===== config.mk =====
export PLATFORM = sky130hd
export DESIGN_NAME = functional_unit_pipe
export DESIGN_NICKNAME = d
export VERILOG_FILES = /design/src/rtl/fu_pkg.sv /design/src/rtl/fu_alu_core.sv /design/src/rtl/functional_unit_pipe.sv
export SDC_FILE = /design/constraint.sdc
export NUM_CORES = 1
export LEC_CHECK = 0
export ABC_AREA = 1
export BUFFER_PORTS_ARGS = -buffer_cell sky130_fd_sc_hd__buf_2
export CORE_MARGIN = 8
export CORE_UTILIZATION = 49
export DETAILED_ROUTE_END_ITERATION = 16
export HOLD_SLACK_MARGIN = 0.15
export PLACE_DENSITY = 0.7
export SYNTH_ARGS = -nofsm -noshare
export SYNTH_HDL_FRONTEND = slang
export SYNTH_SLANG_ARGS = --single-unit
export TNS_END_PERCENT = 20

===== constraint.sdc =====
create_clock -name clk -period 4.3 [get_ports clk]
set_clock_uncertainty 0.1 [all_clocks]
set_input_delay 0.215 -clock clk [delete_from_list [all_inputs] [get_ports clk]]
set_output_delay 0.215 -clock clk [all_outputs]
set_load 0.01 [all_outputs]

===== src/rtl/fu_pkg.sv =====
// Shared types for the pipelined integer functional unit: op codes, stage layout, stage limit.
// The MUL op codes are always declared; they only decode when FU_PIPE_MUL_EN is defined.
package fu_pkg;

  localparam int FU_MAX_STAGES = 4;

  localparam int FU_REG_SIZE = 32;
  localparam int FU_TAG_W    = 6;
  localparam int FU_ROB_W    = 6;

  typedef enum logic [3:0] {
    FU_ADD   = 4'b0000,
    FU_SUB   = 4'b0001,
    FU_SLL   = 4'b0010,
    FU_MUL   = 4'b0011,
    FU_SLT   = 4'b0100,
    FU_MULH  = 4'b0101,
    FU_SLTU  = 4'b0110,
    FU_MULHU = 4'b0111,
    FU_XOR   = 4'b1000,
    FU_SRL   = 4'b1010,
    FU_SRA   = 4'b1011,
    FU_OR    = 4'b1100,
    FU_AND   = 4'b1110
  } fu_op_t;

  // Stage layout for the default configuration; the top re-declares it with its own widths.
  typedef struct packed {
    logic                   valid;
    logic [FU_REG_SIZE-1:0] rd;
    logic [FU_TAG_W-1:0]    tag;
    logic [FU_ROB_W-1:0]    rob_index;
    logic                   loadstore;
  } fu_stage_t;

endpackage


===== src/rtl/fu_alu_core.sv =====
// Combinational ALU: (op, rs1, rs2) -> result. Unknown codes yield 0.
// Multiply ops (MUL/MULH/MULHU) exist only when FU_PIPE_MUL_EN is defined.
module fu_alu_core
  import fu_pkg::*;
#(
  parameter int REG_SIZE = 32
) (
  input  fu_op_t              i_op,
  input  logic [REG_SIZE-1:0] i_rs1,
  input  logic [REG_SIZE-1:0] i_rs2,
  output logic [REG_SIZE-1:0] o_result
);

  localparam int SH_W = $clog2(REG_SIZE);

  logic [SH_W-1:0] w_shamt;
  assign w_shamt = i_rs2[SH_W-1:0];

`ifdef FU_PIPE_MUL_EN
  logic signed [2*REG_SIZE-1:0] w_prod_s;
  logic        [2*REG_SIZE-1:0] w_prod_u;
  assign w_prod_s = $signed(i_rs1) * $signed(i_rs2);
  assign w_prod_u = {{REG_SIZE{1'b0}}, i_rs1} * {{REG_SIZE{1'b0}}, i_rs2};
`endif

  always_comb begin
    o_result = '0;
    case (i_op)
      FU_ADD:  o_result = i_rs1 + i_rs2;
      FU_SUB:  o_result = i_rs1 - i_rs2;
      FU_SLL:  o_result = i_rs1 << w_shamt;
      FU_SLT:  o_result = {{(REG_SIZE-1){1'b0}}, ($signed(i_rs1) < $signed(i_rs2))};
      FU_SLTU: o_result = {{(REG_SIZE-1){1'b0}}, (i_rs1 < i_rs2)};
      FU_XOR:  o_result = i_rs1 ^ i_rs2;
      FU_SRL:  o_result = i_rs1 >> w_shamt;
      FU_SRA:  o_result = $signed(i_rs1) >>> w_shamt;
      FU_OR:   o_result = i_rs1 | i_rs2;
      FU_AND:  o_result = i_rs1 & i_rs2;
`ifdef FU_PIPE_MUL_EN
      FU_MUL:   o_result = w_prod_u[REG_SIZE-1:0];
      FU_MULH:  o_result = w_prod_s[2*REG_SIZE-1:REG_SIZE];
      FU_MULHU: o_result = w_prod_u[2*REG_SIZE-1:REG_SIZE];
`endif
      default: o_result = '0;
    endcase
  end

endmodule


===== src/rtl/functional_unit_pipe.sv =====
// Integer functional unit with NUM_STAGES elastic result stages, valid/ready on both sides and flush.
// Define FU_PIPE_MUL_EN to enable the multiply op codes in fu_alu_core.
module functional_unit_pipe
  import fu_pkg::*;
#(
  parameter int REG_SIZE      = 32,
  parameter int NUM_TAGS      = 64,
  parameter int ROB_SIZE      = 64,
  parameter int NUM_STAGES    = 2,
  parameter int NUM_TAGS_LOG2 = $clog2(NUM_TAGS),
  parameter int ROB_SIZE_LOG2 = $clog2(ROB_SIZE)
) (
  input  logic                     clk,
  input  logic                     rst_n,
  input  logic                     in_valid,
  output logic                     in_ready,
  input  fu_op_t                   op,
  input  logic [REG_SIZE-1:0]      rs1,
  input  logic [REG_SIZE-1:0]      rs2,
  input  logic [NUM_TAGS_LOG2-1:0] tags_in,
  input  logic [ROB_SIZE_LOG2-1:0] rob_index_in,
  input  logic                     loadstore_in,
  input  logic                     flush,
  output logic                     out_valid,
  input  logic                     out_ready,
  output logic [REG_SIZE-1:0]      rd,
  output logic [NUM_TAGS_LOG2-1:0] tags_out,
  output logic [ROB_SIZE_LOG2-1:0] rob_index_out,
  output logic                     loadstore_out
);

  localparam int LAST = NUM_STAGES - 1;

  if (NUM_STAGES < 1 || NUM_STAGES > FU_MAX_STAGES) begin : g_bad_stages
    $error("functional_unit_pipe: NUM_STAGES must be in 1..%0d", FU_MAX_STAGES);
  end

  typedef struct packed {
    logic                     valid;
    logic [REG_SIZE-1:0]      rd;
    logic [NUM_TAGS_LOG2-1:0] tag;
    logic [ROB_SIZE_LOG2-1:0] rob_index;
    logic                     loadstore;
  } stage_t;

  logic [REG_SIZE-1:0]   w_result;
  logic [NUM_STAGES-1:0] w_free;
  stage_t                w_src   [NUM_STAGES];
  stage_t                r_stage [NUM_STAGES];

  fu_alu_core #(.REG_SIZE(REG_SIZE)) u_alu (
    .i_op     (op),
    .i_rs1    (rs1),
    .i_rs2    (rs2),
    .o_result (w_result)
  );

  assign w_src[0] = '{valid: in_valid, rd: w_result, tag: tags_in,
                      rob_index: rob_index_in, loadstore: loadstore_in};

  // A stage is free if empty or if everything downstream of it moves this cycle.
  assign w_free[LAST] = !r_stage[LAST].valid || out_ready;

  for (genvar gi = 0; gi < LAST; gi++) begin : g_chain
    assign w_free[gi]    = !r_stage[gi].valid || w_free[gi+1];
    assign w_src[gi+1]   = r_stage[gi];
  end

  always_ff @(posedge clk or negedge rst_n) begin
    if (!rst_n) begin
      for (int i = 0; i < NUM_STAGES; i++) r_stage[i] <= '0;
    end else begin
      for (int i = 0; i < NUM_STAGES; i++) begin
        if (flush)          r_stage[i].valid <= 1'b0;
        else if (w_free[i]) r_stage[i]       <= w_src[i];
      end
    end
  end

  assign in_ready      = w_free[0];
  assign out_valid     = r_stage[LAST].valid && !flush;
  assign rd            = r_stage[LAST].rd;
  assign tags_out      = r_stage[LAST].tag;
  assign rob_index_out = r_stage[LAST].rob_index;
  assign loadstore_out = r_stage[LAST].loadstore;

endmodule


==> impl_metrics.yaml, run 1 <==
run_status:
  status: "complete, no violations"
grt:
  antenna_found_initial: 0
  grt_pass1_vias: 15145
  grt_overflow: 0
  grt_max_degree: 70
  track_usage_pct: 35.9
  grt_pass1_wl_mm: 92.4
cts:
  clock_path_buffers: 2
  cts_max_level: 3
  cts_tree: "done"
  clock_sinks: 92
  numCtsBuffers: 9
  clock_latency_ps: 370
  cts_resized: 0
  clkTransAtPathRegs_ps: 80
  cts-root-buf: "clkbuf_16"
detailed_routing:
  drt-pass1-iter-count: 6
  antenna_left: 0
  routedWlPerCell_um: 21.6
  vias_per_cell: 5.85
  routed_wl_mm: 61.9
  drcViolationCount: 0
  drt_iter0_markers: 2309
  routed-via-count: 16738
  drt-met1-wl_mm: 26.4
  wl_met2_mm: 25.9
  met3_length_mm: 6.86
  top_layer: "met4"
setup_path:
  timing.rr.end: "r_stage[81]$_DFFE_PN0P_"
  worst-path-buf-inv: 3
  r2r_slack_ps: 1820
  cp_common_cell: "nand2_1"
  endpoint_kind: "flip-flop"
  critical_path_class: "input pin to flip-flop"
  path_cells: "buf_2 > ha_1 > inv_1 > fa_1 > inv_1 > nand2_1 > nand3b_1 > nand2_1 > nand2_1 > nand2_1 > nand2_1 > nand2_1 > nand3_1 > nand2_1 > o21ai_0 > nand2_1"
  slowest_delay_ps: 660
  crit_family: "simple AND/OR/NAND/NOR gates"
  slowest_stage: "buf_2"
  cp_max_fo: 38
  start_kind: "input pin"
  cp.arrival_ps: 3550
  worstPathRequired_ps: 4440
  r2r-start: "r_stage[45]$_DFFE_PN0P_"
  reg2reg_depth: 8
die:
  initial_core_util_pct: 49.6
  die_area_mm2: 0.0337
  die_h_um: 184
  num_io_pins: 133
  num_rows: 61
  core_mm2: 0.0277
  dieWidth_um: 184
sta:
  tightest_slew_ps: 1110
  holdWs_ps: 239
  finalCritPeriodShare_pct: 79.3
  finalCriticalPeriod_ps: 3410
  relSlewSlack_pct: 26.1
  setup_viol: 0
  rsz0062_at_grt: "no"
  finalMaxSlewViolations: 0
  hold_viol: 0
  fin_tns_setup_ps: 0
  fmax_mhz: 293
power:
  p_per_area_mw_per_mm2: 241
  cellLeakagePower_nw: 8.43
  max-vdd-ir-drop_mv: 0.157
synth:
  yosys_warnings: 0
  ys_seq_area_share_pct: 16.7
  synthCells: 2447
  synth_cell_types: 41
  synth.net_count: 2633
  avgSynthCellArea_um2: 5.62
  synth_area_mm2: 0.0137
  ys_ff_latch: 92
hold_path:
  hold_path.class: "input pin to asynchronous set/reset pin"
placement:
  gp_congestion: 1.07
  dpl.hpwl_mm: 49.8
  portBuffers: 132
layout:
  final_nets: 2666
  n_antenna_cell: 0
  drive_above_1_share_pct: 9.34
  syn_to_final_growth_pct: 6.90
  final_cell_mix: "nand2_1, nand3_1, inv_1"
  layout_commonest_cell: "nand2_1"
flow_run:
  maxCapViolations: 0
[Yosys cell counts (all sizes together)]
| cell type | instances | share of area, % |
|---|---|---|
| a21oi | 86 | 3.1 |
| a221oi | 2 | 0.13 |
| a311oi | 1 | 0.064 |
| a31oi | 4 | 0.18 |
| and2 | 16 | 0.73 |
| buf | 119 | 5.2 |
| clkbuf | 26 | 0.76 |
| clkinv | 1 | 0.036 |
| dfrtp | 92 | 17 |
| fa | 2 | 0.29 |
| ha | 98 | 8.9 |
| inv | 306 | 8.4 |
| mux2 | 40 | 3.3 |
| nand2 | 888 | 24 |
| nand3 | 376 | 14 |
| nand3b | 4 | 0.22 |
| nand4 | 26 | 1.2 |
| nor2 | 186 | 5.4 |
| nor3 | 24 | 0.87 |
| o2111ai | 1 | 0.064 |
| o211a | 1 | 0.073 |
| o211ai | 22 | 1.2 |
| o21a | 4 | 0.22 |
| o21ai | 86 | 3.1 |
| o21bai | 12 | 0.66 |
| o221ai | 4 | 0.25 |
| o22ai | 17 | 0.77 |
| o31ai | 1 | 0.055 |
| or2 | 1 | 0.046 |
| xor2 | 1 | 0.064 |
[power breakdown]
part	total (mW)	leakage (nW)	internal, mW	switching (mW)
clock network	0.843	0.148	0.460	0.384
registers	1.07	1.19	0.989	0.0762
logic	1.63	7.10	0.500	1.13
[routing by layer]
layer | vias to the layer above | track usage (%)
li1 | 7858 | -
met1 | 7647 | 49.7
met2 | 1079 | 54.2
met3 | 154 | 6.50
met4 | 0 | 14.5
met5 | - | 0
[layout make-up]
cell class	instances	area [um^2]
clock buffers	9	225
fillers	2984	13000
inverters	307	1160
multi-input cells	1903	9480
well taps	378	473
repair buffers	167	983
flip-flops and latches	92	2300
clock inverters	7	80.1
[kinds of logic (layout without fill, tap and decap cells)]
logic type,count (synthesis),in the layout,share of synthesized area [%]
AOI/OAI and AO/OA,241,241,9.93
xor gates and xnor gates,1,1,0.0637
buffers and inverters,452,490,14.3
muxes,40,40,3.28
DFF,92,92,16.7
adders and majority gates,100,100,9.21
and+or+nand+nor,1521,1521,46.4
[per-stage QoR]
| step | worst slack [ps] | std cells | util (%) | area (um^2) | power, mW |
|---|---|---|---|---|---|
| 2_1_floorplan | 1760 | 2447 | - | 13700 | 2.15 |
| 3_3_place_gp | 647 | 2829 | 51.3 | 14200 | 2.63 |
| 3_5_place_dp | 637 | 2829 | 51.3 | 14200 | 2.65 |
| 4_1_cts | 1020 | 2863 | 53.1 | 14700 | 3.50 |
| 5_1_grt | 670 | 2863 | 53.1 | 14700 | 3.73 |
| 6_report | 890 | 2863 | 53.1 | 14700 | 3.54 |
[repair_timing]
| item | CTS | global route |
|---|---|---|
| setup endpoints to repair | 0 | 0 |
| buffers inserted | 0 | 0 |
| endpoints found under the hold margin | 49 | 0 |
| hold buffers | 18 | 0 |
[how the worst max path moves through the flow]
| stage | from | endpoint | cells after the start | slack [ps] |
|---|---|---|---|---|
| 6_report | rs2[0] | r_stage[81]$_DFFE_PN0P_ | 16 | 890 |
| 4_1_cts | rs2[0] | r_stage[81]$_DFFE_PN0P_ | 16 | 1020 |
| 2_1_floorplan | rs2[4] | r_stage[89]$_DFFE_PN0P_ | 17 | 1760 |
| 5_1_grt | rs2[0] | r_stage[81]$_DFFE_PN0P_ | 16 | 670 |
| 3_5_place_dp | rs2[0] | r_stage[81]$_DFFE_PN0P_ | 16 | 640 |
| 3_3_place_gp | rs2[0] | r_stage[81]$_DFFE_PN0P_ | 16 | 650 |
[registers in the layout, indices dropped and copies added (netlist names)]
register	count
rd	32
r_stage	47
rob_index_out	6
loadstore_out	1
tags_out	6
Power figures use the tool's default switching activity.
==> run 2: changes to the inputs <==
PLACE_DENSITY = 0.73   (was 0.7)
clock period = 2.8 ns   (was 4.3 ns; I/O delays follow)
==> run 2 against run 1 <==
Effect of this change: final cell count grew 2.5%; clock-buffer cell count unchanged; total power increased by 59%; via count up 2.5%; utilization grew 2.3 points; worst setup slack worse by 760 ps.
==> impl_metrics.yaml, run 2 (synthesis gave the netlist of run 1 again) <==
placement:
  gp_congestion: 1.10
  portBuffers: 132
  post-place-cells: 2899
  dpl.hpwl_mm: 51.9
layout:
  final_nets: 2737
  fillerInstances: 2950
  post-route-util_pct: 55.3
  drive_above_1_share_pct: 11.8
  final_cells: 2935
  multi_input_area_mm2: 0.00948
  layout_commonest_cell: "nand2_1"
  largest_reg_flops: 47
  top_register: "r_stage"
  syn_to_final_growth_pct: 11.5
  final_cell_mix: "nand2_1, nand3_1, inv_1"
  register_area_mm2: 0.00230
setup_path:
  cp_common_cell: "nand2_1"
  slowest_stage: "dlygate4sd3_1"
  path_cells: "dlygate4sd3_1 > buf_2 > nand2_1 > inv_1 > nand2_1 > buf_12 > o22ai_1 > a21oi_1 > nand3_1 > nor2_1 > nand2_1 > o21ai_1 > buf_4 > nand2_1"
  start_kind: "input pin"
  slowest_delay_ps: 520
  critical_path_class: "input pin to flip-flop"
  endpoint_kind: "flip-flop"
  cp.arrival_ps: 2820
  cp_max_fo: 12
  worstPathRequired_ps: 2950
grt:
  grt_max_degree: 69
  track_usage_pct: 37.0
  grt_overflow: 0
  grt_pass1_wl_mm: 95.2
  antenna_found_initial: 3
  grt_pass1_vias: 15505
detailed_routing:
  drt-pass1-iter-count: 9
  met3_length_mm: 7.63
  vias_per_cell: 5.84
  drcViolationCount: 0
  routedWlPerCell_um: 21.8
  top_layer: "met5"
  drt-met1-wl_mm: 25.7
  routed_wl_mm: 63.9
  drt_iter0_markers: 2630
  wl_met2_mm: 26.8
  routed-via-count: 17149
  antenna_left: 0
die:
  dieWidth_um: 184
  core_mm2: 0.0277
  die_h_um: 184
  num_rows: 61
  die_area_mm2: 0.0337
  num_io_pins: 133
  initial_core_util_pct: 49.6
cts:
  numCtsBuffers: 9
  cts_resized: 0
  cts_max_level: 3
  clkTransAtPathRegs_ps: 90
  cts_tree: "done"
  cts_setup_buffers: 0
  clock_sinks: 92
  clock_path_buffers: 2
  clock_latency_ps: 370
  cts-root-buf: "clkbuf_16"
  cts_hold_buf: 19
sta:
  tightest_slew_ps: 1030
  finalMaxSlewViolations: 0
  fin_tns_setup_ps: 0
  finalCritPeriodShare_pct: 95.4
  setup_viol: 0
  hold_viol: 0
  holdWs_ps: 213
  fmax_mhz: 374
  relSlewSlack_pct: 31.0
  rsz0062_at_grt: "no"
  finalCriticalPeriod_ps: 2670
run_status:
  status: "complete, no violations"
power:
  power_mw: 5.62
  p_per_area_mw_per_mm2: 367
  max-vdd-ir-drop_mv: 0.293
  cellLeakagePower_nw: 8.81
hold_path:
  hold_path.class: "input pin to flip-flop"
flow_run:
  maxCapViolations: 0
## run 2: changes by cell type in the layout (fill, tap and decap cells not counted), sizes merged
cell         change
clkinv           -1
buf             +70
dlygate4sd3      +1
diode            +1
inv              +1
## run 2: cell type report
cell class              count  area share (%)
multi-input cells        1903            61.8
well taps                 378            3.08
diodes                      1          0.0163
repair buffers            238            10.5
clock inverters             7           0.579
clock buffers               9            1.47
flip-flops and latches     92            15.0
inverters                 307            7.54
## run 2: worst paths after layout
path,startpoint,endpoint,slack [ps],cells after the start
worst min-delay path,op[2],r_stage[59]$_DFFE_PN0P_,210,7
worst max-delay path,op[3],r_stage[82]$_DFFE_PN0P_,130,14
max in group asynchronous,rst_n,r_stage[65]$_DFFE_PN0P_,1620,3
worst min register to register,r_stage[70]$_DFFE_PN0P_,r_stage[70]$_DFFE_PN0P_,380,2
min in group asynchronous,rst_n,r_stage[73]$_DFFE_PN0P_,290,2
worst max register to register,r_stage[45]$_DFFE_PN0P_,r_stage[62]$_DFFE_PN0P_,880,8
## run 2: report_power, final
part           total (mW)  internal, mW  switching, mW
clock network        1.33         0.717          0.611
registers            1.65          1.52          0.132
logic                2.65         0.858           1.79
total                5.62          3.09           2.53
## run 2: stage by stage
| step | setup WS, ps | cell area (um^2) |
|---|---|---|
| 2_1_floorplan | 333 | 13700 |
| 3_3_place_gp | 90.0 | 14800 |
| 3_5_place_dp | 27.8 | 14800 |
| 4_1_cts | 199 | 15300 |
| 5_1_grt | 12.5 | 15300 |
| 6_report | 130 | 15300 |
## run 2: critical path: cells and delay by family
family / cells / cell delay [ps]
buffers and inverters: 5 / 1090
and+or+nand+nor: 6 / 940
AOI/OAI and AO/OA: 3 / 630
## run 2: routing by layer
| layer | GRT usage, % | vias up |
|---|---|---|
| met2 | 56.1 | 1256 |
| met5 | 0 | - |
| met1 | 49.1 | 7681 |
| met3 | 7.69 | 206 |
| li1 | - | 8000 |
| met4 | 18.2 | 6 |
